--- config.mk ---
export PLATFORM = sky130hd
export DESIGN_NAME = serial_rx_sync_ctrl
export DESIGN_NICKNAME = d
export VERILOG_FILES = /design/src/rtl/serial_rx_sync_ctrl.sv
export SDC_FILE = /design/constraint.sdc
export NUM_CORES = 1
export LEC_CHECK = 0
export CAP_MARGIN = 25
export CORE_AREA = 2 2 57 59
export DETAILED_ROUTE_END_ITERATION = 6
export DIE_AREA = 0 0 59 61
export PLACE_DENSITY = 0.79
export RECOVER_POWER = 50
export SLEW_MARGIN = 10
export SYNTH_ARGS = -nofsm -noshare
export SYNTH_HDL_FRONTEND = slang
export SYNTH_SLANG_ARGS = --single-unit
--- constraint.sdc ---
create_clock -name clk_32f -period 2.9 [get_ports clk_32f]
set_input_delay 0.58 -clock clk_32f [delete_from_list [all_inputs] [get_ports clk_32f]]
set_output_delay 0.58 -clock clk_32f [all_outputs]
set_load 0.01 [all_outputs]
--- src/rtl/serial_rx_sync_ctrl.sv ---
// ---------------------------------------------------------------------------
// serial_rx_sync_ctrl
//
// Receive-side byte aligner for the serial link. One serial bit arrives per
// clk_32f cycle, MSB of each byte first. The block hunts for the COM symbol at
// any bit offset. After LOCK_COUNT consecutive COMs on the same byte grid it
// declares lock (active). It then delivers every aligned byte that is neither
// COM nor IDLE on data_out with a one-cycle valid_out strobe. Lock is dropped
// when MAX_GAP byte slots pass without an aligned COM.
//
// Ports:
//   clk_32f        in   1  bit clock, all state on the rising edge
//   reset          in   1  asynchronous, active-high reset
//   data_in        in   1  serial bit, MSB first
//   data_out       out  8  last delivered data byte (held until next strobe)
//   valid_out      out  1  one-cycle strobe, data_out updated this cycle
//   active         out  1  link locked and delivering (state == ACTIVE)
//   state_out      out  2  FSM state: HUNT=0, LOCKING=1, ACTIVE=2
//   lock_loss_cnt  out  8  saturating count of lock losses and aborted lock
//                          attempts; present only when the macro
//                          SYNC_ERR_CNT_EN is defined
// ---------------------------------------------------------------------------
module serial_rx_sync_ctrl #(
  parameter logic [7:0]  COM_SYM    = 8'hBC,
  parameter logic [7:0]  IDLE_SYM   = 8'h7C,
  parameter int unsigned LOCK_COUNT = 32'd4,
  parameter int unsigned MAX_GAP    = 32'd32
) (
  input  logic       clk_32f,
  input  logic       reset,
  input  logic       data_in,
  output logic [7:0] data_out,
  output logic       valid_out,
  output logic       active,
  output logic [1:0] state_out
`ifdef SYNC_ERR_CNT_EN
  ,
  output logic [7:0] lock_loss_cnt
`endif
);

  typedef enum logic [1:0] {
    ST_HUNT    = 2'd0,
    ST_LOCKING = 2'd1,
    ST_ACTIVE  = 2'd2
  } state_e;

  localparam logic [3:0] LOCK_TARGET = 4'(LOCK_COUNT);
  // The gap count reaches this value just before the byte that breaks lock.
  localparam logic [7:0] GAP_LAST    = 8'(MAX_GAP - 32'd1);

  state_e     state_r;
  state_e     state_nx_s;
  logic [7:0] sr_r;
  logic [2:0] bit_cnt_r;
  logic [2:0] bit_cnt_nx_s;
  logic [3:0] com_cnt_r;
  logic [3:0] com_cnt_nx_s;
  logic [7:0] gap_cnt_r;
  logic [7:0] gap_cnt_nx_s;
  logic [7:0] data_out_r;
  logic       valid_out_r;
  logic       active_r;

  logic [7:0] w_s;
  logic       byte_ev_s;
  logic       com_hit_s;
  logic       idle_hit_s;
  logic       lock_drop_s;
  logic       deliver_s;

  // The window includes the bit being sampled now, so a byte is seen in the
  // same cycle its last bit arrives.
  assign w_s         = {sr_r[6:0], data_in};
  assign byte_ev_s   = (state_r != ST_HUNT) && (bit_cnt_r == 3'd7);
  assign com_hit_s   = (w_s == COM_SYM);
  assign idle_hit_s  = (w_s == IDLE_SYM);
  // Only an aligned non-COM byte can push the gap over the limit.
  assign lock_drop_s = (state_r == ST_ACTIVE) && byte_ev_s && !com_hit_s &&
                       (gap_cnt_r == GAP_LAST);

  // FSM state register
  always_ff @(posedge clk_32f or posedge reset) begin
    if (reset) begin
      state_r <= ST_HUNT;
    end else begin
      state_r <= state_nx_s;
    end
  end

  // FSM next-state decode
  always_comb begin
    state_nx_s = state_r;
    case (state_r)
      ST_HUNT: begin
        if (com_hit_s) begin
          if (LOCK_COUNT == 32'd1) begin
            state_nx_s = ST_ACTIVE;
          end else begin
            state_nx_s = ST_LOCKING;
          end
        end else begin
          state_nx_s = ST_HUNT;
        end
      end
      ST_LOCKING: begin
        if (byte_ev_s && com_hit_s) begin
          if ((com_cnt_r + 4'd1) == LOCK_TARGET) begin
            state_nx_s = ST_ACTIVE;
          end else begin
            state_nx_s = ST_LOCKING;
          end
        end else if (byte_ev_s) begin
          state_nx_s = ST_HUNT;
        end else begin
          state_nx_s = ST_LOCKING;
        end
      end
      ST_ACTIVE: begin
        if (lock_drop_s) begin
          state_nx_s = ST_HUNT;
        end else begin
          state_nx_s = ST_ACTIVE;
        end
      end
      default: begin
        state_nx_s = ST_HUNT;
      end
    endcase
  end

  // FSM output decode: counter updates and byte delivery
  always_comb begin
    bit_cnt_nx_s = 3'd0;
    com_cnt_nx_s = com_cnt_r;
    gap_cnt_nx_s = gap_cnt_r;
    deliver_s    = 1'b0;
    case (state_r)
      ST_HUNT: begin
        // Restarting the bit counter on the match cycle puts the next byte
        // event exactly eight cycles later.
        bit_cnt_nx_s = 3'd0;
        if (com_hit_s) begin
          com_cnt_nx_s = 4'd1;
          gap_cnt_nx_s = 8'd0;
        end else begin
          com_cnt_nx_s = 4'd0;
        end
      end
      ST_LOCKING: begin
        bit_cnt_nx_s = bit_cnt_r + 3'd1;
        if (byte_ev_s && com_hit_s) begin
          com_cnt_nx_s = com_cnt_r + 4'd1;
          gap_cnt_nx_s = 8'd0;
        end else if (byte_ev_s) begin
          com_cnt_nx_s = 4'd0;
        end else begin
          com_cnt_nx_s = com_cnt_r;
        end
      end
      ST_ACTIVE: begin
        bit_cnt_nx_s = bit_cnt_r + 3'd1;
        if (byte_ev_s && com_hit_s) begin
          gap_cnt_nx_s = 8'd0;
        end else if (lock_drop_s) begin
          // The byte that breaks lock is discarded, not delivered.
          com_cnt_nx_s = 4'd0;
          gap_cnt_nx_s = 8'd0;
        end else if (byte_ev_s) begin
          gap_cnt_nx_s = (gap_cnt_r == 8'hFF) ? 8'hFF : (gap_cnt_r + 8'd1);
          deliver_s    = !idle_hit_s;
        end else begin
          gap_cnt_nx_s = gap_cnt_r;
        end
      end
      default: begin
        bit_cnt_nx_s = 3'd0;
        com_cnt_nx_s = 4'd0;
        gap_cnt_nx_s = 8'd0;
      end
    endcase
  end

  // Shift register, alignment counters and registered outputs
  always_ff @(posedge clk_32f or posedge reset) begin
    if (reset) begin
      sr_r        <= 8'h00;
      bit_cnt_r   <= 3'd0;
      com_cnt_r   <= 4'd0;
      gap_cnt_r   <= 8'd0;
      data_out_r  <= 8'h00;
      valid_out_r <= 1'b0;
      active_r    <= 1'b0;
    end else begin
      sr_r        <= w_s;
      bit_cnt_r   <= bit_cnt_nx_s;
      com_cnt_r   <= com_cnt_nx_s;
      gap_cnt_r   <= gap_cnt_nx_s;
      valid_out_r <= deliver_s;
      active_r    <= (state_nx_s == ST_ACTIVE);
      if (deliver_s) begin
        data_out_r <= w_s;
      end else begin
        data_out_r <= data_out_r;
      end
    end
  end

  assign data_out  = data_out_r;
  assign valid_out = valid_out_r;
  assign active    = active_r;
  assign state_out = state_r;

`ifdef SYNC_ERR_CNT_EN
  logic [7:0] loss_cnt_r;
  logic       loss_ev_s;

  // Any exit to HUNT counts: gap loss from ACTIVE or an aborted lock attempt.
  assign loss_ev_s = (state_r != ST_HUNT) && (state_nx_s == ST_HUNT);

  // Saturating lock-loss counter
  always_ff @(posedge clk_32f or posedge reset) begin
    if (reset) begin
      loss_cnt_r <= 8'h00;
    end else if (loss_ev_s && (loss_cnt_r != 8'hFF)) begin
      loss_cnt_r <= loss_cnt_r + 8'd1;
    end else begin
      loss_cnt_r <= loss_cnt_r;
    end
  end

  assign lock_loss_cnt = loss_cnt_r;
`endif

endmodule

==> results_dict.tcl <==
set metrics [dict create \
    grt_pass1_vias 1143 \
    grt_max_degree 35 \
    drc_errors 0 \
    start_util_pct 55.25 \
    syn-num-nets 160 \
    multi_input_area_um2 745.7 \
    peakVddDrop_mv 0.4260 \
    clockRootBuffer "clkbuf_4" \
    wire_per_inst_um 15.00 \
    fill_cells 249 \
    routed_wl_mm 3.016 \
    crit_family "simple AND/OR/NAND/NOR gates" \
    gr-usage-met3_pct 5.544 \
    clk_pin_slew_ps 100 \
    postCtsHoldBufs 0 \
    path_buf_inv 1 \
    layout_common_cells "dfrtp_1, clkdlybuf4s50_1, a21oi_1" \
    max_cap_violations 1 \
    synth.cell_area_um2 1632 \
    vias_per_cell 5.935 \
    fmax_mhz 395.7 \
    cts_tree "built" \
    fin_area_um2 1864 \
    slew_headroom_pct -12.46 \
    slew_viol_final 35 \
    cp-end-kind "flip-flop" \
    grt-ovfl-total 0 \
    place_area_um2 1815 \
    syn_area_per_cell_um2 10.95 \
    period_share_pct 87.15 \
    post_cts_buffers 0 \
    worst_path_largest_cell_delay_ps 570 \
    power_density_nw_per_um2 543.5 \
    dieArea_um2 3599 \
    syn2layout_area_growth_pct 14.26 \
    io_buffers 14 \
    die_h_um 61 \
    use_met1_pct 25.14 \
    ys.warnings.count 0 \
    critical_path_class "input pin to flip-flop" \
    dr_total_vias 1193 \
    cp-start-kind "input pin" \
    num_io_pins 15 \
    n_antenna_cell 0 \
    critPathArrivalTime_ps 2750 \
    cpMaxStageDelayCell "dlygate4sd3_1" \
    final_layout_size_suffix_gt1_share_pct 14.88 \
    grt_util_met2_pct 29.68 \
    die_w_um 59 \
    tns_ps 0 \
    worstSkewPairLatency_ps 330 \
    status "finished with violations" \
    busiest_layer "met2" \
    cp.required_ps 3120 \
    synth_cells 149 \
    clockBufferDepth 2 \
    fin_skew_ps 4.739 \
    final_common_cell "dfrtp_1" \
    hold_path.class "flip-flop to flip-flop" \
    grt_setup_unrepaired "false" \
    crit_path_cell_trace "dlygate4sd3_1 > nand4bb_1 > or3_1 > a21o_2 > nand4_2 > mux2_2" \
    final_nets 179 \
    cts_resized 0 \
    power_leakage_nw 0.8235 \
    antenna_found_initial 0 \
    seq_area_um2 850.8 \
    yosysSeqAreaShare_pct 52.15 \
    grt_use_total_pct 18.76 \
    first_pass_iters 4 \
    num_rows 20 \
    layout_min_cycle_time_ps 2527 \
    synth.distinct_cells 37 \
    finalSetupViolCount 0 \
    clkSinkCount 34 \
    ant_nets 0 \
    grt_pass1_wl_mm 5.023 \
    yosys_register_bits 34 \
    numCtsBuffers 5 \
    place.gp.congestion 0.8647 \
    tightest_slew_ps 1687 \
    dpl.hpwl_mm 2.214 \
    hold_viol 0 \
    cts.htree.levels 2 \
    violations "capacitance limit, slew limit" \
    drtIter0Drc 42 \
    core-area_um2 2953 \
    cp_max_fo 9 \
]
## where the power goes
group / total, W / leakage, nW / switching [W] / internal (W)
clock: 0.000242 / 0.0233 / 0.000152 / 0.0000894
sequential: 0.000529 / 0.450 / 0.0000218 / 0.000507
combinational: 0.000242 / 0.350 / 0.000148 / 0.0000943
## registers in the layout, summed over array words and instances, names as in the netlist
register / cells
com_cnt_r: 4
sr_r: 7
data_out: 8
bit_cnt_r: 3
state_out: 2
valid_out: 1
active: 1
gap_cnt_r: 8
## per-layer routing
metal | vias to the layer above | part of all wire, %
met4 | 0 | 0.70
met5 | - | 0
li1 | 583 | -
met3 | 5 | 4.1
met1 | 576 | 46
met2 | 29 | 49
## final cells by class
| cell class | instances | area share, % |
|---|---|---|
| flip-flops and latches | 34 | 45.64 |
| multi-input cells | 106 | 40.00 |
| repair buffers | 17 | 8.523 |
| well taps | 33 | 2.215 |
| clock buffers | 5 | 2.013 |
| clock inverters | 2 | 0.8054 |
| inverters | 4 | 0.8054 |
## Yosys cell counts
cell type  instances  share of area, %
and3_2             1              0.46
buf_2              1              0.31
o21ai_0            6               1.8
o21a_1             1              0.46
a31oi_1            3               1.2
and3_1             1              0.38
nor2_1             8               1.8
nor2b_1            5               1.9
a41oi_1            1              0.54
nand2b_1           3               1.2
o31ai_1            5               2.3
dfrtp_1           34                52
nand2_1           10               2.3
buf_1              1              0.23
nand4bb_1          1              0.69
o211ai_1           2              0.92
o31a_1             1              0.54
o311ai_0           2               1.1
nand3b_1           3               1.4
nor3_1             2              0.61
mux2_2             8               5.5
clkbuf_1           3              0.69
nand4_2            1              0.77
nand3_2            1              0.61
a21o_1             2              0.92
or4_4              2               1.4
inv_1              4              0.92
o211ai_2           1              0.77
ha_1               8               6.1
a21oi_1           11               3.4
nand3_1            6               1.8
and2_1             3               1.2
and4_2             1              0.61
nand4_1            4               1.5
and4b_1            1              0.61
a21o_2             1              0.54
or3_1              1              0.38
## worst register-to-register path, stage by stage, from the launching register on
cell and delay [ps]:
dfrtp_1 420, ha_1 250, nand3_2 150, or4_4 540, a21o_2 270, nand4_2 250, mux2_2 380
## stage by stage
stage	power (W)	util, %	setup slack (ps)	std cells	hold WS (ps)
floorplan	0.0007153	-	531.3	149	363.6
global placement	0.0007655	61.48	220.2	194	387.1
detailed placement	0.0007802	61.48	141.7	194	387.5
CTS	0.001022	63.26	494.0	201	412.3
global route	0.001069	63.14	261.7	201	437.6
finish	0.001013	63.14	372.7	201	413.3
## final timing paths
kind | from | endpoint | slack, ps | cells past startpoint
max in group asynchronous | reset | com_cnt_r[1] | 650 | 3
worst max register to register | gap_cnt_r[0] | data_out[0] | 550 | 6
worst min register to register | sr_r[4] | sr_r[5] | 410 | 0
worst max-delay path | data_in | data_out[0] | 370 | 6
min in group asynchronous | reset | gap_cnt_r[6] | 1280 | 3
worst min-delay path | sr_r[4] | sr_r[5] | 410 | 0
## cell families (layout without fill, tap and decap cells)
group	after synthesis	in the layout	share of synthesized area [%]
and+or+nand+nor	54	54	19.63
AOI/OAI and AO/OA	36	36	14.42
DFF	34	34	52.15
buffers and inverters	9	28	2.146
adders and majority gates	8	8	6.135
muxes	8	8	5.522
No activity file was read; power rests on OpenSTA's default activity.
